[src/rtl/fifo_wr_ptr_ctrl_pkg.sv]
// fifo_wr_ptr_ctrl_pkg: shared pointer types, sizing constants and Gray conversions for the async FIFO.
package DataTypes;
  localparam int ADDR_WIDTH = 4;
  localparam int DEPTH = 2 ** ADDR_WIDTH;
  localparam int PTR_W = ADDR_WIDTH + 1;
  typedef logic bit_t;
  typedef logic [PTR_W-1:0] ADDR_W;
  // Conversions are done at 32 bits so any pointer width can use them by zero-extending and truncating.
  function automatic logic [31:0] bin2gray(input logic [31:0] b);
    return b ^ (b >> 1);
  endfunction
  function automatic logic [31:0] gray2bin(input logic [31:0] g);
    logic [31:0] b;
    b = g;
    for (int s = 1; s < 32; s = s * 2) b = b ^ (b >> s);
    return b;
  endfunction
endpackage

[src/rtl/fifo_wr_ptr_ctrl.sv]
// fifo_wr_ptr_ctrl: write-domain pointer, RAM strobe and full/almost-full/level flags of the async FIFO.
module fifo_wr_ptr_ctrl
  import DataTypes::*;
#(
  parameter int ADDR_WIDTH = 4,
  parameter int AFULL_THRESH = 12
) (
  input  logic                  clk,
  input  logic                  reset,
  input  logic                  wr_en,
  input  logic [ADDR_WIDTH:0]   rptr_gray_sync,
  output logic [ADDR_WIDTH-1:0] wr_addr,
  output logic                  mem_we,
  output logic [ADDR_WIDTH:0]   wptr_gray,
  output logic                  full,
  output logic                  almost_full,
  output logic [ADDR_WIDTH:0]   wr_level,
  output logic                  overflow
);
  localparam int PW = ADDR_WIDTH + 1;
  logic [PW-1:0] r_wbin;
  logic [PW-1:0] w_wbin_next;
  logic [PW-1:0] w_wgray_next;
  logic [PW-1:0] w_rbin_s;
  logic [PW-1:0] w_diff;
  logic [PW-1:0] w_full_cmp;
  bit_t          w_push;
  assign w_push       = wr_en & ~full & reset;
  assign mem_we       = w_push;
  assign wr_addr      = r_wbin[ADDR_WIDTH-1:0];
  assign w_wbin_next  = r_wbin + PW'(w_push);
  assign w_wgray_next = PW'(bin2gray(32'(w_wbin_next)));
  assign w_rbin_s     = PW'(gray2bin(32'(rptr_gray_sync)));
  assign w_diff       = w_wbin_next - w_rbin_s;
  // Full when the write pointer is exactly one lap ahead: top two Gray bits inverted, rest equal.
  assign w_full_cmp   = {~rptr_gray_sync[PW-1:PW-2], rptr_gray_sync[PW-3:0]};
  always_ff @(posedge clk or negedge reset) begin
    if (!reset) begin
      r_wbin      <= '0;
      wptr_gray   <= '0;
      full        <= 1'b0;
      almost_full <= 1'b0;
      wr_level    <= '0;
      overflow    <= 1'b0;
    end else begin
      r_wbin      <= w_wbin_next;
      wptr_gray   <= w_wgray_next;
      full        <= (w_wgray_next == w_full_cmp);
      almost_full <= (w_diff >= PW'(AFULL_THRESH));
      wr_level    <= w_diff;
      overflow    <= wr_en & full;
    end
  end
endmodule

[config.mk]
export PLATFORM = sky130hd
export DESIGN_NAME = fifo_wr_ptr_ctrl
export DESIGN_NICKNAME = d
export VERILOG_FILES = /design/src/rtl/fifo_wr_ptr_ctrl_pkg.sv /design/src/rtl/fifo_wr_ptr_ctrl.sv
export SDC_FILE = /design/constraint.sdc
export NUM_CORES = 1
export LEC_CHECK = 0
export ABC_AREA = 0
export CAP_MARGIN = 5
export CELL_PAD_IN_SITES_DETAIL_PLACEMENT = 0
export CELL_PAD_IN_SITES_GLOBAL_PLACEMENT = 1
export CORE_ASPECT_RATIO = 0.6
export CORE_MARGIN = 1
export CORE_UTILIZATION = 32
export DETAILED_ROUTE_END_ITERATION = 6
export GPL_ROUTABILITY_DRIVEN = 0
export PLACE_DENSITY = 0.73
export SLEW_MARGIN = 20
export SYNTH_ARGS = -nofsm -noshare
export SYNTH_HDL_FRONTEND = slang
export SYNTH_SLANG_ARGS = --single-unit
[constraint.sdc]
create_clock -name clk -period 2.3 [get_ports clk]
set_clock_uncertainty 0.2 [all_clocks]
set_input_delay 0.46 -clock clk [delete_from_list [all_inputs] [get_ports clk]]
set_output_delay 0.46 -clock clk [all_outputs]
set_load 0.01 [all_outputs]
==> results of run 1 <==
==> final timing paths <==
| check | cells after the start | slack, ns | to |
|---|---|---|---|
| worst max-delay path | 12 | -0.12 | almost_full |
| worst min-delay path | 2 | 0.25 | overflow |
| worst max register to register | 9 | 0 | almost_full |
| worst min register to register | 2 | 0.46 | overflow |
| max in group asynchronous | 3 | 1.20 | wr_level[0] |
| min in group asynchronous | 3 | 0.52 | wptr_gray[2] |
==> synthesized netlist by cell type (all sizes together) <==
cell type  count  share of area (%)
a31oi          1               0.70
ha             5                7.0
xor2           7                7.6
clkbuf         1               0.42
and3           1               0.70
xnor2         13                 16
or4            1                1.3
and2           1               0.70
a2111oi        1                1.1
inv            5                2.1
clkinv         1               0.42
nand2          2               0.83
nor2           4                1.7
a211oi         1               0.83
dfrtp         17                 47
a21oi          2                1.1
nand3          3                2.2
xnor3          1                2.6
o31ai          1               0.83
a221oi         1                1.7
o211ai         1               0.83
o311ai         1               0.97
or3            1               0.70
==> layer usage <==
metal | routed length, um | up-vias
li1 | - | 363
met3 | 146 | 4
met5 | 0 | -
met1 | 995 | 367
met2 | 1030 | 25
met4 | 26 | 0
==> timing repair <==
action,in CTS,in global routing
gates resized for setup,29,13
buffers inserted,5,1
hold buffers,0,1
setup endpoints to repair,9,6
pin swaps,12,9
endpoints found under the hold margin,0,9
==> worst reg2reg max path: cells and delay by family (launching register included) <==
kind                       cells  cell delay (ns)
xor gates and xnor gates       2             0.26
AOI/OAI and AO/OA              2             0.18
adders and majority gates      2             0.31
and+or+nand+nor                2             0.68
buffers and inverters          1             0.16
DFF                            1             0.41
==> power by group through the flow <==
stage | combinational, W | clock (W) | sequential [W]
detailed placement | 0.00147 | 0 | 0.000556
global route | 0.00197 | 0.000246 | 0.000585
finish | 0.00181 | 0.000218 | 0.000566
floorplan | 0.000685 | 0 | 0.000622
CTS | 0.00172 | 0.000229 | 0.000567
global placement | 0.00145 | 0 | 0.000551
==> registers in the layout (all words and copies together) (netlist names) <==
name	cells
full	1
almost_full	1
wr_level	5
overflow	1
r_wbin	5
wptr_gray	4
==> cell type report <==
type                            instances  share of cell area (%)
Clock buffer                            4                    2.74
Inverter                                6                    1.37
Tap cell                               32                    2.43
Timing Repair Buffer                   57                    30.0
Sequential cell                        17                    25.9
Multi-Input combinational cell         48                    37.6
==> stage by stage <==
step | cells | power, W | area, um2 | hold slack, ns | utilization (%)
6_report | 164 | 0.00260 | 1650 | 0.252 | 63.9
5_1_grt | 164 | 0.00280 | 1650 | 0.259 | 63.9
4_1_cts | 162 | 0.00252 | 1600 | 0.125 | 62.1
3_5_place_dp | 153 | 0.00202 | 1420 | 0.354 | 55.1
3_3_place_gp | 153 | 0.00200 | 1420 | 0.342 | 55.1
2_1_floorplan | 72 | 0.00131 | 946 | -0.0356 | -
==> logic make-up after synthesis <==
family,share of synthesized area (%)
and+or+nand+nor,8.07
AOI/OAI and AO/OA,8.07
DFF,47.3
xor gates and xnor gates,26.7
adders and majority gates,6.95
buffers and inverters,2.92
==> results.cfg, run 1 <==
[place]
hpwl_um = 1590
io_buffers = 25
dp_slack_ns = -0.911

[clocking]
numClockSinks = 17
root_buffer = clkbuf_8
cts_tree = built
cts_made_buffers = 3
htreeDepth = 1
clk_pin_slew_worst_paths_ns = 0.06
clk_path_buf_depth = 2
clock_latency_ns = 0.25

[power]
peakVddDrop_mv = 0.911
switching_share_pct = 37.5
pwr-share-comb_pct = 69.8
p_switching_w = 0.000975
p_leak_nw = 0.736
pwr-share-seq_pct = 21.8
p_int_w = 0.00162
clock_power_share_pct = 8.4
power_density_nw_per_um2 = 1580

[critical_path]
cp_slowest_cell = or4_4
cpLargestDelayFamily = XOR/XNOR gates
reg2reg_from = full
cpMostUsedCell = inv_2
cp-start-kind = input port
end_kind = register
critPathMaxFanout = 2
crit_required_ns = 2.25
cp_slowest_stage_delay_ns = 0.43
critPathKind = in -> reg
arrival_ns = 2.37
cp-startpoint = rptr_gray_sync[2]
path_cells = buf_2, xnor3_2, xor2_4, xnor2_2, ha_2, inv_2, ha_4, nor2_4, inv_2, a221oi_4, or4_4, o311ai_2
path_buf_inv = 3

[drt]
drt_iter0_drc = 30
route.detailed.drc = 0
vias = 759
viasPerCell = 4.63
first_pass_iters = 4
wl_um = 2200
ant_nets = 0
wl_per_cell_um = 13.4

[finish]
fillers = 198
drive_gt1_share_pct = 50.8
layout_common_cells = buf_4 (30), clkdlybuf4s50_1 (18), dfrtp_1 (17)
multiInputGateArea_um2 = 618
final_common_cell = buf_4
diodes = 0
areaGrowthSynthToFinish_pct = 82.9
regArea_um2 = 425
nets = 146

[sta]
finalHoldViolCount = 0
finalCritPeriodShare_pct = 105
worst_pin_slew_ns = 0.354
layout_setup_ws_ns = -0.120
max-slew-margin-rel_pct = 76.2
slew_violations = 0
min_period_ns = 2.42
rsz0062_at_grt = true
finalSetupViolCount = 2
fmax_mhz = 413
totalNegativeSetupSlack_ns = -0.194

[grt]
use_met1_pct = 21.1
overflow = 0
antenna_found_initial = 0
use_met2_pct = 26.9
grt_max_degree = 18
grt_use_met3_pct = 6.18
grt_pass1_vias = 758
grt_util_all_layers_pct = 16.3
grt_pass1_wl_um = 3660
grt-busiest-layer = met2

[synthesis]
syn-cell-area_um2 = 900
syn_avg_cell_area_um2 = 12.5
synthCells = 72
ys_warn_count = 0
synth_fp_nets = 85
ys_ff_latch = 17
synth_cell_types = 27
seq_area_frac_synth_pct = 47.3

[floorplan]
die_h_um = 43.1
coreArea_um2 = 2570
start_util_pct = 34.9
num_io_pins = 26
num_rows = 14
fp.dieW_um = 70.5
dieArea_um2 = 3030

[job]
cap_viol_max_count = 0

[outcome]
violations = negative setup slack
status = finished with violations

[min_path]
hp-start = wr_en
worstHoldPathType = in -> reg
Power figures use the tool's default switching activity.
==> run 2, diff against run 1 <==
--- a/config.mk
+++ b/config.mk
@@ -12,6 +12,7 @@
 export CORE_ASPECT_RATIO = 0.6
 export CORE_MARGIN = 1
 export CORE_UTILIZATION = 32
+export CTS_CLUSTER_DIAMETER = 30
 export DETAILED_ROUTE_END_ITERATION = 6
 export GPL_ROUTABILITY_DRIVEN = 0
 export PLACE_DENSITY = 0.73
==> constraint.sdc (replaced) <==
create_clock -name clk -period 2.3 [get_ports clk]
set_clock_uncertainty 0.2 [all_clocks]
set_input_delay 0.345 -clock clk [delete_from_list [all_inputs] [get_ports clk]]
set_output_delay 0.345 -clock clk [all_outputs]
set_load 0.01 [all_outputs]
==> results.cfg, run 2 (synthesized netlist as in run 1, its figures left out) <==
[floorplan]
start_util_pct = 34.9
fp.dieW_um = 70.5
coreArea_um2 = 2570
die_h_um = 43.1
num_io_pins = 26
num_rows = 14
dieArea_um2 = 3030

[clocking]
cts_made_buffers = 3
clk_pin_slew_worst_paths_ns = 0.06
htreeDepth = 1
numClockSinks = 17
root_buffer = clkbuf_8
clk_path_buf_depth = 2
clock_latency_ns = 0.25
cts_tree = built
hold_buffers = 0

[critical_path]
path_cells = dlygate4sd2_1, nand2_2, nor2_4, ha_4, buf_4, nand3_2, xnor2_4, buf_12, nor2_2, or4_4, o311ai_1
cp-startpoint = wr_en
cp-start-kind = input port
r2r_slack_ns = 0.03
arrival_ns = 2.24
end_kind = register
critPathMaxFanout = 7
r2r_cells = 9
endpoint = almost_full
crit_required_ns = 2.25
cp_slowest_cell = or4_4
reg2reg_from = full
cp_slowest_stage_delay_ns = 0.54
critPathKind = in -> reg
worstReg2RegEnd = almost_full

[drt]
viasPerCell = 4.46
wl_per_cell_um = 12.8
route.detailed.drc = 0
ant_nets = 0
drt_iter0_drc = 12
first_pass_iters = 4
wl_um = 2060
vias = 714

[min_path]
worstHoldPathType = in -> async

[grt]
grt_util_all_layers_pct = 14.6
overflow = 0
grt_pass1_vias = 695
grt_pass1_wl_um = 3290
antenna_found_initial = 0
grt_max_degree = 18

[sta]
layout_setup_ws_ns = 0.00946
max-slew-margin-rel_pct = 73.3
slew_violations = 0
rsz0062_at_grt = true
min_period_ns = 2.29
worst_pin_slew_ns = 0.398
finalCritPeriodShare_pct = 99.6
fmax_mhz = 437
finalHoldViolCount = 0
finalSetupViolCount = 0

[finish]
final_common_cell = buf_4
reg_top3 = r_wbin x5, wr_level x5, wptr_gray x4
nets = 142
fillers = 214
diodes = 0
multiInputGateArea_um2 = 589
areaGrowthSynthToFinish_pct = 77.6
design_area_um2 = 1600
layout_common_cells = buf_4 (26), clkdlybuf4s50_1 (19), dfrtp_1 (17)
drive_gt1_share_pct = 46.1
regArea_um2 = 425

[power]
peakVddDrop_mv = 0.671
p_leak_nw = 0.711
power_density_nw_per_um2 = 1550

[place]
hpwl_um = 1470
io_buffers = 25
dp_slack_ns = -0.743
dpl_cell_area_um2 = 1410

[outcome]
status = finished clean

[job]
cap_viol_max_count = 0
[run 2: changes by cell type in the layout (fill, tap and decap cells not counted), sizes merged]
cell	before	now
dlygate4sd2	1	2
clkinv	0	1
buf	34	31
clkbuf	6	4
inv	6	5
clkdlybuf4s50	18	19
dlygate4sd3	1	0
[run 2: routing by layer]
layer	vias to the layer above	routed length, um	global-route usage [%]
li1	352	-	-
met1	337	974	20.1
met2	23	921	21.0
met3	2	153	7.13
met4	0	7	2.40
met5	-	0	0
[run 2: worst min path at each step]
stage,from,end,cells after the start
floorplan,reset,almost_full,0
global placement,r_wbin[4],r_wbin[4],1
detailed placement,r_wbin[4],r_wbin[4],1
CTS,reset,wptr_gray[1],2
global route,reset,wptr_gray[1],2
finish,reset,wptr_gray[1],2
[run 2: power breakdown]
group	total [W]	internal (W)	switching (W)	leakage [nW]
Combinational	0.00170	0.000988	0.000708	0.484
Sequential	0.000556	0.000454	0.000102	0.204
Clock	0.000219	0.000123	0.0000960	0.0228
[run 2: worst max-delay path, delay by kind of cell]
| kind | cells | cell delay, ns |
|---|---|---|
| fa+ha+maj | 1 | 0.16 |
| buf+inv | 3 | 0.48 |
| xor+xnor | 1 | 0.21 |
| compound gates | 1 | 0.10 |
| simple gates | 5 | 0.94 |
[run 2: final cells by class]
type                            instances  share of cell area (%)
Multi-Input combinational cell         48                    36.9
Tap cell                               32                    2.51
Clock buffer                            4                    2.82
Inverter                                6                    1.49
Timing Repair Buffer                   53                    29.7
Sequential cell                        17                    26.6
[run 2: metrics by stage]
stage	instances	utilization, %	total power (W)	setup TNS [ns]	hold slack (ns)
final	160	62.1	0.00247	0	0.00107
after CTS	159	59.2	0.00233	-0.191	0.00611
after global routing	160	62.1	0.00265	-0.263	0.0246
after detailed placement	153	54.8	0.00199	-3.79	0.356
after global placement	153	54.8	0.00198	-3.67	0.342
after floorplan	72	-	0.00130	-0.316	-0.151
[run 2: repair_timing]
| action | CTS | global route |
|---|---|---|
| setup endpoints to repair | 6 | 4 |
| setup buffers | 2 | 1 |
| pin swaps | 8 | 6 |
| gates resized for setup | 24 | 11 |
